--- src/rtl/dmem_bus_arbiter_pkg.sv ---
// Shared types and constants for the data-memory port arbiter.
package dmem_bus_arbiter_pkg;

    localparam int unsigned CntMax = 15;
    localparam int unsigned CntW   = $clog2(CntMax + 1);

    typedef enum logic {
        StIdle,
        StRdWait
    } state_e;

    typedef enum logic {
        OwnCpu,
        OwnDma
    } owner_e;

endpackage

--- src/rtl/arb_starve_counter.sv ---
// Saturating count of consecutive arbitrations the DMA has lost.
module arb_starve_counter
    import dmem_bus_arbiter_pkg::*;
#(
    parameter int unsigned StarveMax = 4
) (
    input  logic clk,
    input  logic reset,
    input  logic i_inc,
    input  logic i_clr,
    output logic o_at_max
);

    localparam logic [CntW-1:0] MaxVal = CntW'(StarveMax);

    logic [CntW-1:0] r_cnt;
    logic            w_at_max;

    assign w_at_max = (r_cnt >= MaxVal);
    assign o_at_max = w_at_max;

    always_ff @(posedge clk or negedge reset) begin
        if (!reset) begin
            r_cnt <= '0;
        end else if (i_clr) begin
            r_cnt <= '0;
        end else if (i_inc && !w_at_max) begin
            r_cnt <= r_cnt + 1'b1;
        end
    end

endmodule

--- src/rtl/dmem_bus_arbiter.sv ---
// Arbitrates the data-memory port between the core MEM stage (priority) and a DMA,
// sequencing read latency and driving the core stall.
module dmem_bus_arbiter
    import dmem_bus_arbiter_pkg::*;
#(
    parameter int unsigned RD_LAT     = 1,
    parameter int unsigned STARVE_MAX = 4,
    parameter int unsigned ADDR_W     = 32,
    parameter int unsigned DATA_W     = 32
) (
    input  logic              clk,
    input  logic              reset,
    input  logic              iCpuRead,
    input  logic              iCpuWrite,
    input  logic [ADDR_W-1:0] iCpuAddr,
    input  logic [DATA_W-1:0] iCpuWData,
    output logic [DATA_W-1:0] oCpuRData,
    output logic              oCpuStall,
    input  logic              iDmaRead,
    input  logic              iDmaWrite,
    input  logic [ADDR_W-1:0] iDmaAddr,
    input  logic [DATA_W-1:0] iDmaWData,
    output logic              oDmaGnt,
    output logic              oDmaDone,
    output logic [DATA_W-1:0] oDmaRData,
    output logic [ADDR_W-1:0] oMemAddr,
    output logic              oMemRead,
    output logic              oMemWrite,
    output logic [DATA_W-1:0] oMemWriteData,
    input  logic [DATA_W-1:0] iMemReadData,
    output logic              oBusy
);

    localparam logic [CntW-1:0] RdLatVal = CntW'(RD_LAT);

    state_e            r_state;
    owner_e            r_owner;
    logic [CntW-1:0]   r_lat;
    logic [ADDR_W-1:0] r_addr;
    logic [DATA_W-1:0] r_cpu_rdata;
    logic [DATA_W-1:0] r_dma_rdata;

    state_e            w_state_d;
    owner_e            w_issue_owner;
    logic [CntW-1:0]   w_lat_d;
    logic [ADDR_W-1:0] w_mem_addr;
    logic [DATA_W-1:0] w_mem_wdata;
    logic              w_mem_read;
    logic              w_mem_write;
    logic              w_dma_gnt;
    logic              w_dma_done;
    logic              w_cpu_done;
    logic              w_rd_done;
    logic              w_issue_rd;
    logic              w_cpu_req;
    logic              w_dma_req;
    logic              w_cpu_sel;
    logic              w_starve_max;
    logic              w_inc;
    logic              w_clr;

    assign w_cpu_req = iCpuRead | iCpuWrite;
    assign w_dma_req = iDmaRead | iDmaWrite;
    // Core wins unless the DMA is both starved and actually asking.
    assign w_cpu_sel = w_cpu_req && (!w_starve_max || !w_dma_req);

    always_comb begin
        w_state_d     = r_state;
        w_lat_d       = r_lat;
        w_issue_owner = OwnCpu;
        w_mem_addr    = '0;
        w_mem_wdata   = '0;
        w_mem_read    = 1'b0;
        w_mem_write   = 1'b0;
        w_dma_gnt     = 1'b0;
        w_dma_done    = 1'b0;
        w_cpu_done    = 1'b0;
        w_rd_done     = 1'b0;
        w_issue_rd    = 1'b0;
        w_inc         = 1'b0;
        w_clr         = 1'b0;
        unique case (r_state)
            StIdle: begin
                if (w_cpu_sel) begin
                    w_mem_addr = iCpuAddr;
                    w_inc      = w_dma_req;
                    if (iCpuWrite) begin
                        w_mem_write = 1'b1;
                        w_mem_wdata = iCpuWData;
                        w_cpu_done  = 1'b1;
                    end else begin
                        w_mem_read = 1'b1;
                        w_issue_rd = 1'b1;
                    end
                end else if (w_dma_req) begin
                    w_mem_addr    = iDmaAddr;
                    w_dma_gnt     = 1'b1;
                    w_clr         = 1'b1;
                    w_issue_owner = OwnDma;
                    if (iDmaWrite) begin
                        w_mem_write = 1'b1;
                        w_mem_wdata = iDmaWData;
                        w_dma_done  = 1'b1;
                    end else begin
                        w_mem_read = 1'b1;
                        w_issue_rd = 1'b1;
                    end
                end
                if (w_issue_rd) begin
                    w_state_d = StRdWait;
                    w_lat_d   = RdLatVal;
                end
            end
            StRdWait: begin
                w_mem_addr = r_addr;
                w_lat_d    = r_lat - 1'b1;
                if (r_lat == CntW'(1)) begin
                    w_rd_done = 1'b1;
                    w_state_d = StIdle;
                    if (r_owner == OwnCpu) w_cpu_done = 1'b1;
                    else                   w_dma_done = 1'b1;
                end
            end
            default: w_state_d = StIdle;
        endcase
    end

    always_ff @(posedge clk or negedge reset) begin
        if (!reset) begin
            r_state     <= StIdle;
            r_owner     <= OwnCpu;
            r_lat       <= '0;
            r_addr      <= '0;
            r_cpu_rdata <= '0;
            r_dma_rdata <= '0;
        end else begin
            r_state <= w_state_d;
            r_lat   <= w_lat_d;
            if (w_issue_rd) begin
                r_addr  <= w_mem_addr;
                r_owner <= w_issue_owner;
            end
            if (w_rd_done) begin
                if (r_owner == OwnCpu) r_cpu_rdata <= iMemReadData;
                else                   r_dma_rdata <= iMemReadData;
            end
        end
    end

    arb_starve_counter #(
        .StarveMax (STARVE_MAX)
    ) u_starve (
        .clk      (clk),
        .reset    (reset),
        .i_inc    (w_inc),
        .i_clr    (w_clr),
        .o_at_max (w_starve_max)
    );

    // IDLE outputs are combinational from requests, so mask them while reset is held.
    assign oMemAddr      = reset ? w_mem_addr  : '0;
    assign oMemWriteData = reset ? w_mem_wdata : '0;
    assign oMemRead      = reset & w_mem_read;
    assign oMemWrite     = reset & w_mem_write;
    assign oDmaGnt       = reset & w_dma_gnt;
    assign oDmaDone      = reset & w_dma_done;
    assign oCpuStall     = reset & w_cpu_req & ~w_cpu_done;
    assign oBusy         = (r_state == StRdWait);

    assign oCpuRData = (w_rd_done && r_owner == OwnCpu) ? iMemReadData : r_cpu_rdata;
    assign oDmaRData = (w_rd_done && r_owner == OwnDma) ? iMemReadData : r_dma_rdata;

endmodule

--- config.mk ---
export PLATFORM = sky130hd
export DESIGN_NAME = dmem_bus_arbiter
export DESIGN_NICKNAME = d
export VERILOG_FILES = /design/src/rtl/dmem_bus_arbiter_pkg.sv /design/src/rtl/arb_starve_counter.sv /design/src/rtl/dmem_bus_arbiter.sv
export SDC_FILE = /design/constraint.sdc
export NUM_CORES = 1
export LEC_CHECK = 0
export BUFFER_PORTS_ARGS = -buffer_cell sky130_fd_sc_hd__buf_2
export CAP_MARGIN = 25
export CORE_MARGIN = 2
export CORE_UTILIZATION = 47
export DETAILED_ROUTE_END_ITERATION = 8
export GPL_ROUTABILITY_DRIVEN = 0
export PLACE_DENSITY_LB_ADDON = 0.2
export RECOVER_POWER = 25
export SETUP_SLACK_MARGIN = 0.4
export SYNTH_ARGS = -nofsm -noshare
export SYNTH_HDL_FRONTEND = slang
export SYNTH_SLANG_ARGS = --single-unit
--- constraint.sdc ---
create_clock -name clk -period 2.2 [get_ports clk]
set_clock_uncertainty 0.1 [all_clocks]
set_input_delay 0.11 -clock clk [delete_from_list [all_inputs] [get_ports clk]]
set_output_delay 0.11 -clock clk [all_outputs]
set_load 0.02 [all_outputs]
==> run summary <==
status: complete, but fails checks
failing checks: setup timing
post-synth top area share: 43.06%
die height: 118.5 microns
H-tree level count: 3
Design Area, Final: 10,810 sq um
RSZ-0062 raised after global routing: true
Final nets: 1,150
achievable frequency: 409.4 MHz
CTS Buf Count: 9
Max Cap Viol: 0
VDD IR-drop max: 0.7001 mV
Vias: 6,431
placed cell count: 1,012
worst setup path start: oBusy$_DFF_PN0_
setup total negative slack: -12.69 ns
Tcrit/Tclk final: 111.0%
root buf cell: clkbuf_16
met2 Use GR: 57.19%
Pleak: 5.259 nW
GR peak layer: met2
max incr delay on CP: 0.46 ns
Slew headroom: 29.83%
site row count: 41
largest net degree at the start of global routing: 43
DRC viols: 0
post-synth top area cell: dfrtp_1
number of global-route vias before repair: 6,335
gr usage total: 31.00%
syn_nets: 731
Worst-path clk slew: 0.08 ns
Setup Slack @ Placement: 0.07176 ns
Worst Setup Slack, final: -0.2425 ns
crit path time final: 2.442 ns
clk_lat worst skew: 0.35 ns
largest cells by area after synthesis: dfrtp_1 (43%), mux2_2 (18%), mux2_4 (7.3%)
Max Buffers Root-to-Sink: 2
worst-path fanout max: 8
HP Start: iCpuAddr[31]
Synth top cells by count: dfrtp_1 (106), mux2_2 (97), nand2_1 (42), o21ai_0 (40), nor2_1 (38)
reg2reg start: u_starve.r_cnt[3]$_DFFE_PN0P_
initial drt markers: 454
Routed WL per cell: 22.16 microns
grt ovf: 0
Ports: 300
critical path class: register to primary output
M1 GR Usage: 35.37%
clock sinks: 106
PwrDens: 1352 nW/um^2
Finished Layout Cells: 1,159
Worst path most repeated cell: buf_6
Initial DRT Pass Iterations: 7
worst path cell trace: inv_4 > nor4b_4 > nor2b_4 > buf_6 > buf_16 > mux2_4 > buf_6
ys async rst share: 100.0%
antenna violations before repair: 1
Yosys warnings: 0
DRT antenna net count: 0
CTS tree: yes
layout cells sized above 1: 65.21%
max-slew violations: 0
initial core utilization: 48.42%
Mapped Area: 6160 sq um
top_reg_cell synth: dfrtp_1
Worst path slowest cell: dfrtp_2
first-pass GRT wire length: 34.20 mm
Final Hold Viols: 0
die width: 118.5 microns
Post-Syn Instances: 562
final WL: 25.68 mm
Required @ worst endpoint: 1.99 ns
Seq/Total Area, Yosys: 43.06%
I/O Buffers: 299
Setup-failing EPs final: 76
Worst Setup End Kind: primary output
synth unique cells: 37
Area Growth Syn to Fin: 75.46%
number of flops mapped to enable cells by yosys: 0
min-delay worst type: primary input to register
syn_area_per_cell: 10.96 sq um
hold slack final: 0.09020 ns
Worst-Margin Slew: 1.053 ns
met3 Usage GRT: 7.432%
placed inst area: 8087 sq um
#FFs+latches synth: 106
die area: 14,040 sq um
Via density: 5.549
CP arrival: 2.23 ns
Core Box Area: 12,720 sq um
top-count cell post-synth: dfrtp_1
Detail Placement HPWL: 12.21 mm
critical path launch point type: register
-- placed cells by master, fill, tap and decap left out, types with 3 or more instances in the layout --
cell / Yosys / routed
clkbuf_16: 0 / 12
nor2_4: 0 / 3
o21ba_4: 0 / 18
dfrtp_1: 106 / 105
buf_2: 7 / 232
a21oi_1: 5 / 3
o21ba_2: 32 / 14
mux2i_4: 0 / 18
buf_4: 0 / 49
buf_12: 0 / 8
mux2_4: 30 / 62
o21ai_0: 40 / 37
buf_6: 3 / 109
mux2i_2: 0 / 13
dlygate4sd3_1: 0 / 35
inv_1: 36 / 34
mux2_2: 97 / 65
a22oi_1: 32 / 32
nor2_1: 38 / 36
nand2_1: 42 / 40
buf_16: 0 / 9
-- layout make-up --
class | count | area [sq um]
Antenna cell | 1 | 2.502
Clock buffer | 11 | 232.7
Clock inverter | 5 | 38.79
Fill cell | 579 | 1914
Inverter | 36 | 137.6
Multi-Input combinational cell | 376 | 3822
Sequential cell | 106 | 2654
Tap cell | 172 | 215.2
Timing Repair Buffer | 452 | 3705
-- where the power goes --
part | leakage (nW) | switching [mW] | internal (mW) | total (mW)
combinational | 3.87 | 4.36 | 5.13 | 9.49
sequential | 1.25 | 0.650 | 2.94 | 3.59
clock | 0.136 | 0.753 | 0.780 | 1.53
-- state kept, by name (all words and copies together) (netlist names) --
register and flops:
oBusy 1, r_addr 32, r_cpu_rdata 32, r_dma_rdata 32, r_lat 4, r_owner 1, u_starve.r_cnt 4
-- worst max-delay path: cells and delay by family, from the launching register on --
| family | cells | cell delay (ns) |
|---|---|---|
| muxes | 1 | 0.34 |
| buffers and inverters | 4 | 0.53 |
| DFF | 1 | 0.46 |
| and+or+nand+nor | 2 | 0.53 |
-- kinds of logic (layout without fill, tap and decap cells) --
kind of cell	count (synthesis)	count (layout)	synth area share (%)
buffers and inverters	80	504	5.383
xor gates and xnor gates	2	2	0.2844
other	0	1	0
DFF	106	106	43.06
muxes	159	159	30.25
AOI/OAI and AO/OA	117	117	13.81
adders and majority gates	3	3	0.6094
and+or+nand+nor	95	95	6.602
-- layer usage --
metal,part of all wire (%),up-vias
met5,0,-
met3,6.4,93
met4,4.2,0
li1,-,2798
met2,52,360
met1,37,3180
-- timing repair --
action                                  in CTS  in global routing
endpoints found under the setup margin     203                234
resized for setup                          211                 73
endpoints found under the hold margin       78                  0
pin swaps                                    5                  5
gates cloned                                11                  4
hold buffers                                36                  0
buffers inserted                            46                 33
-- per-stage QoR --
step	power, mW	util (%)
detailed placement	9.664	63.56
floorplan	7.860	-
CTS	13.04	79.94
global placement	9.458	63.40
global route	15.10	84.95
finish	14.61	84.95
-- final timing paths --
| kind | endpoint | slack [ns] | depth (start not counted) |
|---|---|---|---|
| setup / recovery | oCpuRData[17] | -0.24 | 7 |
| hold / removal | r_addr[31]$_DFFE_PN0P_ | 0.09 | 4 |
| setup reg to reg | r_addr[21]$_DFFE_PN0P_ | 0.02 | 8 |
| hold reg to reg | r_cpu_rdata[29]$_DFFE_PN0P_ | 0.41 | 1 |
| max in group asynchronous | oBusy$_DFF_PN0_ | 0.92 | 3 |
| min in group asynchronous | r_dma_rdata[6]$_DFFE_PN0P_ | 0.21 | 2 |
No activity file was read; power rests on OpenSTA's default activity.
